===== config.mk =====
export PLATFORM = sky130hd
export DESIGN_NAME = mac_accumulator
export DESIGN_NICKNAME = d
export VERILOG_FILES = /design/src/rtl/mac_accumulator.sv
export SDC_FILE = /design/constraint.sdc
export NUM_CORES = 1
export LEC_CHECK = 0
export CORE_UTILIZATION = 35
export DETAILED_ROUTE_END_ITERATION = 6
export PLACE_DENSITY_LB_ADDON = 0.08
export SETUP_SLACK_MARGIN = 0.1
export SLEW_MARGIN = 20
export SYNTH_ARGS = -nofsm -noshare
export SYNTH_HDL_FRONTEND = slang
export SYNTH_SLANG_ARGS = --single-unit
export TNS_END_PERCENT = 10

===== constraint.sdc =====
create_clock -name clk -period 2.2 [get_ports clk]
set_input_delay 0.44 -clock clk [delete_from_list [all_inputs] [get_ports clk]]
set_output_delay 0.44 -clock clk [all_outputs]
set_load 0.03 [all_outputs]

===== src/rtl/mac_accumulator.sv =====
// ============================================================================
// mac_accumulator : groups LEN signed products into dot-product sums, then
// rounds, shifts and narrows each sum onto a ready/valid output.
// Optional MAC_SAT_EN clamps instead of wrapping.   Rev 1.0
// ============================================================================
`default_nettype none

module mac_accumulator #(
    parameter int BIT   = 32,
    parameter int LEN   = 16,
    parameter int SHIFT = 0,
    parameter int OUT_W = 32
) (
    input  logic               clk,
    input  logic               rst_n,
    input  logic               prod_in_valid,
    input  logic [2*BIT-1:0]   prod_in,
    input  logic               acc_clear,
    output logic               acc_out_valid,
    input  logic               acc_out_ready,
    output logic [OUT_W-1:0]   acc_out,
    output logic               overrun,
    output logic               sat
);

    localparam int ACC_W = 2*BIT + $clog2(LEN);
    localparam int CNT_W = $clog2(LEN);
    localparam int QW    = ACC_W + 1;
    localparam logic [CNT_W-1:0] LAST_CNT = CNT_W'(LEN - 1);

    typedef enum logic [0:0] {IDLE = 1'b0, ACC = 1'b1} state_t;

    state_t                  state_q, state_d;
    logic [ACC_W-1:0]        acc_q, acc_d;
    logic [CNT_W-1:0]        count_q, count_d;
    logic [ACC_W-1:0]        sum_q, sum_d;
    logic                    sum_vld_q, sum_vld_d;
    logic [OUT_W-1:0]        out_q;
    logic                    out_vld_q;
    logic                    overrun_q;
    logic                    sat_q;

    logic [ACC_W-1:0]        prod_ext;
    logic signed [QW-1:0]    sum_wide;
    logic signed [QW-1:0]    shifted;
    logic [OUT_W-1:0]        q_val;
    logic                    q_sat;
    logic                    load;

    assign prod_ext = {{(ACC_W-2*BIT){prod_in[2*BIT-1]}}, prod_in};

    always_comb begin
        state_d   = state_q;
        acc_d     = acc_q;
        count_d   = count_q;
        sum_d     = sum_q;
        sum_vld_d = 1'b0;
        if (acc_clear) begin
            state_d = IDLE;
            acc_d   = '0;
            count_d = '0;
            // LEN >= 2, so a product taken with a clear can never finish a group
            if (prod_in_valid) begin
                state_d = ACC;
                acc_d   = prod_ext;
                count_d = CNT_W'(1);
            end
        end else if (prod_in_valid) begin
            case (state_q)
                IDLE: begin
                    state_d = ACC;
                    acc_d   = prod_ext;
                    count_d = CNT_W'(1);
                end
                ACC: begin
                    if (count_q == LAST_CNT) begin
                        sum_d     = acc_q + prod_ext;
                        sum_vld_d = 1'b1;
                        acc_d     = '0;
                        count_d   = '0;
                        state_d   = IDLE;
                    end else begin
                        acc_d   = acc_q + prod_ext;
                        count_d = count_q + CNT_W'(1);
                    end
                end
                default: state_d = IDLE;
            endcase
        end
    end

    always_ff @(posedge clk or negedge rst_n) begin
        if (!rst_n) begin
            state_q   <= IDLE;
            acc_q     <= '0;
            count_q   <= '0;
            sum_q     <= '0;
            sum_vld_q <= 1'b0;
        end else begin
            state_q   <= state_d;
            acc_q     <= acc_d;
            count_q   <= count_d;
            sum_q     <= sum_d;
            sum_vld_q <= sum_vld_d;
        end
    end

    // One guard bit keeps the rounding increment from wrapping the sum.
    assign sum_wide = {sum_q[ACC_W-1], sum_q};

    if (SHIFT > 0) begin : g_round
        logic signed [QW-1:0] rnd;
        assign rnd     = sum_wide + (QW'(1) <<< (SHIFT - 1));
        assign shifted = rnd >>> SHIFT;
    end else begin : g_noround
        assign shifted = sum_wide;
    end

    if (QW > OUT_W) begin : g_narrow
`ifdef MAC_SAT_EN
        logic hi_ok;
        assign hi_ok = (&shifted[QW-1:OUT_W-1]) | ~(|shifted[QW-1:OUT_W-1]);
        assign q_val = hi_ok ? shifted[OUT_W-1:0]
                     : (shifted[QW-1] ? {1'b1, {(OUT_W-1){1'b0}}}
                                      : {1'b0, {(OUT_W-1){1'b1}}});
        assign q_sat = ~hi_ok;
`else
        logic unused_hi;
        assign unused_hi = ^shifted[QW-1:OUT_W];
        assign q_val     = shifted[OUT_W-1:0];
        assign q_sat     = 1'b0;
`endif
    end else begin : g_widen
        assign q_val = OUT_W'(shifted);
        assign q_sat = 1'b0;
    end

    assign load = sum_vld_q & (~out_vld_q | acc_out_ready);

    always_ff @(posedge clk or negedge rst_n) begin
        if (!rst_n) begin
            out_q     <= '0;
            out_vld_q <= 1'b0;
            overrun_q <= 1'b0;
            sat_q     <= 1'b0;
        end else begin
            if (load) begin
                out_q     <= q_val;
                sat_q     <= q_sat;
                out_vld_q <= 1'b1;
            end else if (acc_out_ready) begin
                out_vld_q <= 1'b0;
            end
            // A drop in the same cycle as a clear still gets reported.
            if (sum_vld_q && !load) begin
                overrun_q <= 1'b1;
            end else if (acc_clear) begin
                overrun_q <= 1'b0;
            end
        end
    end

    assign acc_out_valid = out_vld_q;
    assign acc_out       = out_q;
    assign overrun       = overrun_q;
    assign sat           = sat_q;

endmodule

`default_nettype wire


==> impl_metrics.tcl <==
set metrics [dict create \
    status "complete, but fails checks" \
    violations "setup timing" \
    post-route-min-period_ps 2360 \
    ys.flop_type "dfrtp_1" \
    die_y_um 131.9 \
    worstMarginPinSlew_ps 591.7 \
    hold_violations 0 \
    grt_pass1_wl_mm 29.73 \
    hpwl_mm 13.47 \
    r2r_cells 9 \
    ys_types 56 \
    antenna_found_initial 0 \
    synth_edf_count 0 \
    critPathMaxFanout 3 \
    clkLatencyLatePin_ps 360 \
    cap_violations 0 \
    first_global_vias 5385 \
    drive_above_1_share 0.3663 \
    ff_latch_area_um2 2604 \
    setup_slack_ps -160.4 \
    clock_power_share 0.250 \
    fin_cells 1020 \
    yosys_warnings 0 \
    vias 5498 \
    pwr_density_cell_nw_per_um2 738.6 \
    ys_seq_area_frac 0.4405 \
    switching_share 0.3529 \
    drtAntennaViolNets 0 \
    cts_tree "yes" \
    p_total_mw 6.486 \
    end_kind "register" \
    synth.net_count 718 \
    max_freq_mhz 423.7 \
    cts.path.max_buffers 2 \
    maxSlewViolCount 0 \
    multi_input_area_um2 3775 \
    wl_per_cell_um 18.09 \
    crit_path_end "sum_q[26]$_DFFE_PN0P_" \
    relSlewSlack 0.6021 \
    globalplace.congestion 0.9322 \
    die_x_um 131.9 \
    start_util 0.3575 \
    track_usage 0.2210 \
    fin_tns_setup_ps -2224 \
    fill_cells 1487 \
    wl_mm 18.45 \
    rsz0062_at_grt "true" \
    portBuffers 70 \
    worstPathRequired_ps 2450 \
    crit_start "acc_q[0]$_DFFE_PN0P_" \
    cts_hold_buffers 0 \
    dieArea_um2 17400 \
    worst-r2r-setup-slack_ps -160 \
    critical_path_class "register to register" \
    drt_iter0_markers 310 \
    path_clk_slew_ps 80 \
    drcViolationCount 0 \
    p_leak_nw 4.025 \
    nets 897 \
    cts_buffers 9 \
    synth_area_um2 5908 \
    fin_skew_ps 8.061 \
    dpl.cell_count 997 \
    synthCells 616 \
    yosys_register_bits 104 \
    r2r-end "sum_q[26]$_DFFE_PN0P_" \
    worstPathArrival_ps 2610 \
    setup_violations 29 \
    postSynth.asyncResetShare 1.000 \
    worst_ir_drop_vdd_mv 0.4294 \
    final_util 0.5314 \
    antenna_cells 0 \
    io_pins 104 \
    power_frac_seq 0.326 \
    via_per_inst 5.390 \
    dr.pass1.iters 6 \
    cts_sinks 104 \
    cp-start-kind "register" \
    coreArea_um2 16520 \
    area_growth_pct 48.62 \
    power_frac_comb 0.424 \
    grt_max_degree 42 \
    globalRouteOverflowTotal 0 \
    syn-mean-instance-area_um2 9.591 \
    switching_power_mw 2.289 \
    p_int_mw 4.197 \
    h-tree-depth 3 \
    root_buffer "clkbuf_16" \
    hold_path_class "input port to asynchronous set/reset pin" \
    r2r_start "acc_q[0]$_DFFE_PN0P_" \
    rows 47 \
    period_share 1.073 \
]
## cell usage in the layout (no fill, tap or decap), drive strengths merged, types with 3 or more instances in the layout
master           n
a22oi           20
a222oi          10
nand3           15
ha              32
o21ai           59
dfrtp          104
nor3b            3
a21oi           46
mux2            36
nor3             8
xor2            14
a21o            11
a22o             4
o21bai           4
a31oi            3
nand4           14
clkdlybuf4s50   50
nor2            25
nor2b            5
buf            136
xnor2           13
nand2b           4
inv             20
or3              5
o31ai            5
and3             8
dlygate4sd2     19
a211oi           4
o211ai           3
nand2           83
clkbuf          10
## critical path, cell delays in order, from the launching register on
cell	delay (ps)
dfrtp_1	390
ha_4	150
fa_2	200
a21oi_2	60
nand4b_1	190
a2111o_1	550
a21oi_4	220
a21oi_2	90
xnor2_2	140
mux2_4	250
## state kept, by name (all words and copies together), names as in the netlist
name and flops:
state_q 1, acc_out 32, overrun 1, count_q 4, acc_out_valid 1, sum_q 32
acc_q 32, sum_vld_q 1
## timing repair
| action | 4_1_cts | 5_1_grt |
|---|---|---|
| setup endpoints to repair | 52 | 55 |
| cloned | 0 | 0 |
| pin swaps | 44 | 19 |
| gates resized for setup | 90 | 43 |
| setup buffers | 6 | 1 |
## kinds of logic (layout without fill, tap and decap cells)
family,Yosys count,after routing,share of synthesized area
buf+inv,55,239,0.03706
other cells,1,1,0.0006347
flops,104,104,0.4405
simple gates,172,172,0.1341
mux,38,38,0.07200
fa+ha+maj,33,33,0.07116
compound gates,186,186,0.2046
xor+xnor,27,27,0.04003
## cell type report
| type | count | area share |
|---|---|---|
| multi-input cells | 457 | 0.4299 |
| inverters | 18 | 0.008122 |
| well taps | 220 | 0.03135 |
| flip-flops and latches | 104 | 0.2965 |
| repair buffers | 205 | 0.2012 |
| clock buffers | 10 | 0.02722 |
| clock inverters | 6 | 0.005700 |
## cells in the mapped netlist (all sizes together), types with 15 or more instances
cell | instances | share of area
dfrtp | 104 | 0.44
o21ai | 59 | 0.050
nand3 | 15 | 0.013
ha | 32 | 0.068
a21oi | 46 | 0.041
inv | 17 | 0.011
nand2 | 83 | 0.053
a22oi | 20 | 0.025
mux2 | 36 | 0.069
nor2 | 25 | 0.016
clkbuf | 28 | 0.018
## worst min-delay path by stage
stage | depth (start not counted) | end | from
after global placement | 1 | acc_out[9]$_DFFE_PN0P_ | rst_n
after floorplan | 0 | acc_out[0]$_DFFE_PN0P_ | rst_n
after detailed placement | 1 | acc_out[6]$_DFFE_PN0P_ | rst_n
final | 1 | acc_out[6]$_DFFE_PN0P_ | rst_n
after CTS | 1 | acc_out[3]$_DFFE_PN0P_ | rst_n
after global routing | 1 | acc_out[6]$_DFFE_PN0P_ | rst_n
## per-layer routing
metal	global-route usage	routed length (µm)
met2	0.3295	8154
met1	0.3285	9244
met4	0.06395	282
met3	0.03499	771
met5	0	0
## power by group through the flow
stage          Clock, mW  Sequential, mW  Combinational (mW)
3_5_place_dp           0            2.11                2.28
2_1_floorplan          0            2.09                1.10
3_3_place_gp           0            2.11                2.27
4_1_cts             1.66            2.11                2.55
5_1_grt             1.75            2.12                2.97
6_report            1.62            2.11                2.75
## per-stage QoR
step	instance area [µm²]	hold slack, ps	worst slack, ps
2_1_floorplan	5934	144.4	-59.98
3_3_place_gp	7802	435.7	-813.5
3_5_place_dp	7802	434.3	-804.6
4_1_cts	8567	40.72	-172.0
5_1_grt	8781	59.07	-304.8
6_report	8781	34.84	-160.4
No activity file was read; power rests on OpenSTA's default activity.
